--- src/rtl/mem_arbiter.sv ---
// ---------------------------------------------------------------------------
// mem_arbiter
//
// Shares one single-port synchronous memory between NREQ requesters
// (0 = instruction fetch, 1 = load/store unit, 2 = debug/program loader).
// Requesters are served round-robin with one transaction in flight at a
// time. The memory answers a fixed LAT cycles after its access strobe.
//
// Ports:
//   i_clk        system clock, rising edge
//   i_rst_n      asynchronous active-low reset
//   i_req        per-requester request level, held until granted
//   i_we         per-requester write enable, valid with i_req
//   i_addr       packed addresses, slice i = [i*AW +: AW]
//   i_wdata      packed write data, slice i = [i*DW +: DW]
//   o_gnt        one-hot grant, one-cycle pulse
//   o_done       one-hot completion, one-cycle pulse
//   o_rdata      read data, valid with a done pulse of a read, else 0
//   o_busy       transaction in flight
//   o_memEn      memory access strobe
//   o_memWe      memory write strobe
//   o_memAddr    memory address
//   o_memWData   memory write data
//   i_memRData   memory read data, valid LAT cycles after the strobe
// ---------------------------------------------------------------------------
module mem_arbiter #(
  parameter int NREQ = 3,
  parameter int AW   = 32,
  parameter int DW   = 32,
  parameter int LAT  = 1
) (
  input  logic               i_clk,
  input  logic               i_rst_n,
  input  logic [NREQ-1:0]    i_req,
  input  logic [NREQ-1:0]    i_we,
  input  logic [NREQ*AW-1:0] i_addr,
  input  logic [NREQ*DW-1:0] i_wdata,
  output logic [NREQ-1:0]    o_gnt,
  output logic [NREQ-1:0]    o_done,
  output logic [DW-1:0]      o_rdata,
  output logic               o_busy,
  output logic               o_memEn,
  output logic               o_memWe,
  output logic [AW-1:0]      o_memAddr,
  output logic [DW-1:0]      o_memWData,
  input  logic [DW-1:0]      i_memRData
);

  localparam int PW = $clog2(NREQ);

  localparam logic S_IDLE = 1'b0;
  localparam logic S_WAIT = 1'b1;

  logic          r_state;
  logic [PW-1:0] r_rrPtr;
  logic [PW-1:0] r_owner;
  logic          r_ownerWe;
  logic [2:0]    r_cnt;

  logic [2*NREQ-1:0] w_reqDbl;
  logic [NREQ-1:0]   w_reqRot;
  logic              w_any;
  logic [PW-1:0]     w_win;
  logic [PW:0]       w_sum;
  logic [PW-1:0]     w_nextPtr;
  logic              w_grant;
  logic              w_doneNow;

  // Rotate the request vector so that bit 0 is the requester at r_rrPtr;
  // the first set bit of the rotated vector is then the round-robin winner.
  assign w_reqDbl = {i_req, i_req} >> r_rrPtr;
  assign w_reqRot = w_reqDbl[NREQ-1:0];

  // Map the rotated position back to a requester index modulo NREQ.
  always_comb begin
    w_any = 1'b0;
    w_win = '0;
    w_sum = '0;
    for (int k = 0; k < NREQ; k++) begin
      if (!w_any && w_reqRot[k]) begin
        w_any = 1'b1;
        w_sum = {1'b0, r_rrPtr} + (PW+1)'(k);
        if (w_sum >= (PW+1)'(NREQ)) begin
          w_sum = w_sum - (PW+1)'(NREQ);
        end
        w_win = w_sum[PW-1:0];
      end
    end
  end

  assign w_nextPtr = (w_win == PW'(NREQ-1)) ? '0 : w_win + 1'b1;

  // Outputs are gated with i_rst_n so they drop to zero the instant reset
  // asserts, even though the grant path is combinational from i_req.
  assign w_grant   = i_rst_n && (r_state == S_IDLE) && w_any;
  assign w_doneNow = i_rst_n && (r_state == S_WAIT) && (r_cnt == 3'd1);

  assign o_gnt      = w_grant ? (NREQ'(1) << w_win) : '0;
  assign o_memEn    = w_grant;
  assign o_memWe    = w_grant && i_we[w_win];
  assign o_memAddr  = w_grant ? i_addr[w_win*AW +: AW] : '0;
  assign o_memWData = w_grant ? i_wdata[w_win*DW +: DW] : '0;

  assign o_busy  = i_rst_n && (r_state == S_WAIT);
  assign o_done  = w_doneNow ? (NREQ'(1) << r_owner) : '0;
  // Writes complete with rdata held at zero; only reads pass memory data.
  assign o_rdata = (w_doneNow && !r_ownerWe) ? i_memRData : '0;

  always_ff @(posedge i_clk or negedge i_rst_n) begin
    if (!i_rst_n) begin
      r_state   <= S_IDLE;
      r_rrPtr   <= '0;
      r_owner   <= '0;
      r_ownerWe <= 1'b0;
      r_cnt     <= '0;
    end else begin
      case (r_state)
        S_IDLE: begin
          if (w_grant) begin
            r_owner   <= w_win;
            r_ownerWe <= i_we[w_win];
            r_rrPtr   <= w_nextPtr;
            r_cnt     <= 3'(LAT);
            r_state   <= S_WAIT;
          end
        end
        default: begin
          r_cnt <= r_cnt - 3'd1;
          if (r_cnt == 3'd1) begin
            r_state <= S_IDLE;
          end
        end
      endcase
    end
  end

endmodule

--- config.mk ---
export PLATFORM = sky130hd
export DESIGN_NAME = mem_arbiter
export DESIGN_NICKNAME = d
export VERILOG_FILES = /design/src/rtl/mem_arbiter.sv
export SDC_FILE = /design/constraint.sdc
export NUM_CORES = 1
export LEC_CHECK = 0
export ABC_AREA = 1
export CORE_AREA = 2 2 129 131
export CTS_CLUSTER_SIZE = 16
export DETAILED_ROUTE_END_ITERATION = 6
export DIE_AREA = 0 0 131 133
export HOLD_SLACK_MARGIN = 0.06
export PLACE_DENSITY = 0.6
export SLEW_MARGIN = 10
export SYNTH_ARGS = -nofsm -noshare
export SYNTH_HDL_FRONTEND = slang
export SYNTH_SLANG_ARGS = --single-unit
--- constraint.sdc ---
create_clock -name i_clk -period 3.95 [get_ports i_clk]
set_clock_uncertainty 0.05 [all_clocks]
set_input_delay 0.5925 -clock i_clk [delete_from_list [all_inputs] [get_ports i_clk]]
set_output_delay 0.5925 -clock i_clk [all_outputs]
set_load 0.02 [all_outputs]
==> qor_table.md <==
| Parameter | Reported | Unit |
|:---|:---|:---|
| Outcome | finished clean | - |
| # fillers | 1706 | - |
| Boundary pin count | 337 | - |
| Register area share after synthesis | 0.0835 | - |
| Cts hold-fix bufs | 0 | - |
| Slew at the pin with the worst max-slew slack | 0.549 | ns |
| Total negative slack | 0 | ns |
| Finished Cell Area | 0.00661 | sq mm |
| Placement Rows | 47 | - |
| Maximum Capacitance Violations | 0 | - |
| RSZ-0062 raised after global routing | true | - |
| Cell count after synthesis | 588 | - |
| Number of distinct standard cells referenced by the synthesized netlist | 25 | - |
| Class of the most critical hold timing path | flop to flop | - |
| Die H | 133 | microns |
| H-tree level count | 1 | - |
| Post-detailed-route DRC marker count | 0 | - |
| Top Family by Delay on Critical Path | buffers and inverters | - |
| Clock root cell | clkbuf_16 | - |
| Mean cell area of the mapped netlist | 4.59 | sq um |
| Number of vias per cell after detailed routing | 4.17 | - |
| Count of warnings emitted by yosys | 0 | - |
| Total routed wire length on the met1 layer | 5.99 | mm |
| Setup slack of the critical path after layout | 0.212 | ns |
| Total iterations of the first detailed-routing run | 4 | - |
| Post-placement setup slack | 0.0918 | ns |
| Cell area reported after detailed placement | 0.00636 | sq mm |
| Effective utilization at floorplan | 0.167 | - |
| Max-slew violation count | 0 | - |
| Post-Syn Area | 0.00270 | sq mm |
| Final hold vios | 0 | - |
| Violation count after the first detailed-route iteration | 175 | - |
| Sequence of cells on the critical path | clkdlybuf4s50_1 > nand2_1 > nand2_1 > nand2_1 > nand2_1 > nand3_1 > nand3_1 > nand2_4 > nor2_4 > buf_12 > nand2_1 > a21oi_1 > clkdlybuf4s50_1 | - |
| Worst EP arrival | 3.10 | ns |
| Met3 layer wire length in the routed design | 1.36 | mm |
| Relative slew slack | 0.634 | - |
| Endpoints failing setup | 0 | - |
| Die width | 131 | microns |
| Vias in the first global route | 4319 | - |
| Sum of internal, switching and leakage power | 4190 | uW |
| Kind of start point of the critical path | input port | - |
| Length of routed met2 wiring | 7.82 | mm |
| Total area of multi-input combinational cells | 0.00211 | sq mm |
| Maximum operating frequency | 268 | MHz |
| All-Layer GR Usage | 0.158 | - |
| Classification of the worst setup path | input port to output pin | - |
| Number of buffers inserted by port buffering | 336 | - |
| WL per Instance | 13.7 | microns |
| Number of antenna violations at the first check in global routing | 0 | - |
| Top fanout value on the critical path | 28 | - |
| Most frequent cell on the critical path | nand2_1 | - |
| Total die area | 0.0174 | sq mm |
| Worst hold slack after final layout | 0.421 | ns |
| Total via count after detailed routing | 4720 | - |
| CTS tree | yes | - |
| Power density over the cells | 634 | mW/mm^2 |
| Total half-perimeter wirelength after legalization and detailed placement | 12.2 | mm |
| Critical-path cell with the highest stage delay | clkdlybuf4s50_1 | - |
| Global-route wire length before repair | 21.9 | mm |
| Net count, final | 1148 | - |
| Clock latency of the later-clocked register in the worst-skew pair | 0.23 | ns |
| TritonCTS buffer count | 3 | - |
| Fraction of final layout cells with drive strength greater than 1 | 0.0450 | - |
| Antenna diodes | 0 | - |
| Total nets after synthesis | 824 | - |
| Area of all sequential standard cells | 225 | sq um |
| Register-to-Register Setup Slack | 1.82 | ns |
| Routability cong. | 0.830 | - |
| Slowest Stage Delay on Critical Path | 0.65 | ns |
| Flip-flop and latch count after synthesis | 9 | - |
| Clk pin slew, worst setup/hold paths | 0.04 | ns |
| Area of the core region | 0.0162 | sq mm |
| Pin count of the biggest net entering global routing | 40 | - |
| Max IR drop VDD | 0.361 | mV |
| Number of clock sinks | 9 | - |
| Remaining number of nets flagged by the antenna check after routing | 0 | - |
| Clock buffer depth | 2 | - |
| Period minus WS final | 3.74 | ns |
| Total gr overflow | 0 | - |
| DR top layer | met4 | - |
| Crit path capture type | output pin | - |
| Required arrival time at the worst endpoint | 3.31 | ns |
| Growth of design area from synthesis to finish | 145 | % |
| Total Wirelength | 15.5 | mm |
| Leakage power total | 0.00382 | uW |
| CP Buf/Inv Count | 3 | - |
| Crit share post-route | 0.946 | - |
## worst register-to-register path: cells and delay by family (launching register included)
kind	cells	cell delay (ns)
adder cells (fa/ha/maj)	1	0.30
AND/OR/NAND/NOR	3	0.52
buffers and inverters	6	0.70
flip-flops	1	0.45
AO/OA/AOI/OAI	1	0.06
## what timing repair did
action | 4_1_cts | 5_1_grt
setup buffers | 0 | 1
setup endpoints to repair | 0 | 63
gates resized for setup | 0 | 47
## placed cells by master (no fill, tap or decap), drive strengths merged
master         instances
a21oi                 17
a31oi                  1
buf                   21
clkbuf                 5
clkdlybuf4s50        294
dfrtp                  9
dlymetal6s2s          42
ha                     4
inv                   51
nand2                334
nand3                 79
nand4                  5
nor2                  37
nor3                   3
o21ai                  4
o22ai                  3
or2                    1
xnor2                  1
## worst paths after layout
path                       startpoint       endpoint  cells after the start
max                          i_req[1]  o_memWData[0]                     13
min                         r_ownerWe      r_ownerWe                      2
max reg2reg                r_rrPtr[0]     r_rrPtr[0]                     11
min reg2reg                 r_ownerWe      r_ownerWe                      2
max in group asynchronous     i_rst_n     r_rrPtr[0]                      2
min in group asynchronous     i_rst_n     r_owner[0]                      1
## flip-flops by register name (all words and copies together) (netlist names)
name / cells
r_owner: 2
r_state: 1
r_rrPtr: 2
r_cnt: 3
r_ownerWe: 1
## report_power, final
part           leakage (uW)  switching (uW)  total, uW  internal, uW
logic               0.00367            2270       3830          1560
clock network     0.0000382            43.4        178           135
registers          0.000112            41.9        180           138
## cells in the mapped netlist
library cell | count | share of area
a21oi_1 | 17 | 0.032
a31oi_1 | 1 | 0.0023
buf_1 | 5 | 0.0070
buf_2 | 14 | 0.026
buf_4 | 1 | 0.0028
buf_6 | 4 | 0.017
clkbuf_1 | 15 | 0.021
dfrtp_1 | 9 | 0.084
ha_1 | 4 | 0.019
inv_1 | 49 | 0.068
inv_2 | 2 | 0.0028
nand2_1 | 330 | 0.46
nand2_2 | 2 | 0.0046
nand2_4 | 2 | 0.0084
nand3_1 | 76 | 0.14
nand3_2 | 3 | 0.011
nand4_1 | 4 | 0.0093
nand4_2 | 1 | 0.0046
nor2_1 | 37 | 0.052
nor3_1 | 2 | 0.0037
nor3_4 | 1 | 0.0060
o21ai_0 | 4 | 0.0074
o22ai_1 | 3 | 0.0070
or2_2 | 1 | 0.0023
xnor2_1 | 1 | 0.0032
## metal layers
layer / up-vias / GRT usage
li1: 2449 / -
met1: 2026 / 0.177
met2: 224 / 0.296
met3: 21 / 0.0364
met4: 0 / 0.0414
met5: - / 0
## layout make-up
type | instances | share of cell area
timing repair buffer | 358 | 0.565
sequential | 9 | 0.0341
tap | 220 | 0.0416
clock buffer | 4 | 0.0119
inverter | 51 | 0.0290
multi-input combinational | 489 | 0.319
## per-stage QoR
| stage | instances | utilization |
|---|---|---|
| after CTS | 1129 | 0.398 |
| after global routing | 1131 | 0.409 |
| after floorplan | 588 | - |
| after detailed placement | 1125 | 0.393 |
| final | 1131 | 0.409 |
| after global placement | 1125 | 0.393 |
## logic make-up (layout without fill, tap and decap cells)
| logic type | Yosys count | after routing | share of synthesized area |
|---|---|---|---|
| buf+inv | 90 | 413 | 0.144 |
| compound gates | 25 | 25 | 0.0483 |
| flops | 9 | 9 | 0.0835 |
| xor+xnor | 1 | 1 | 0.00325 |
| fa+ha+maj | 4 | 4 | 0.0186 |
| simple gates | 459 | 459 | 0.702 |
No activity file was read; power rests on OpenSTA's default activity.
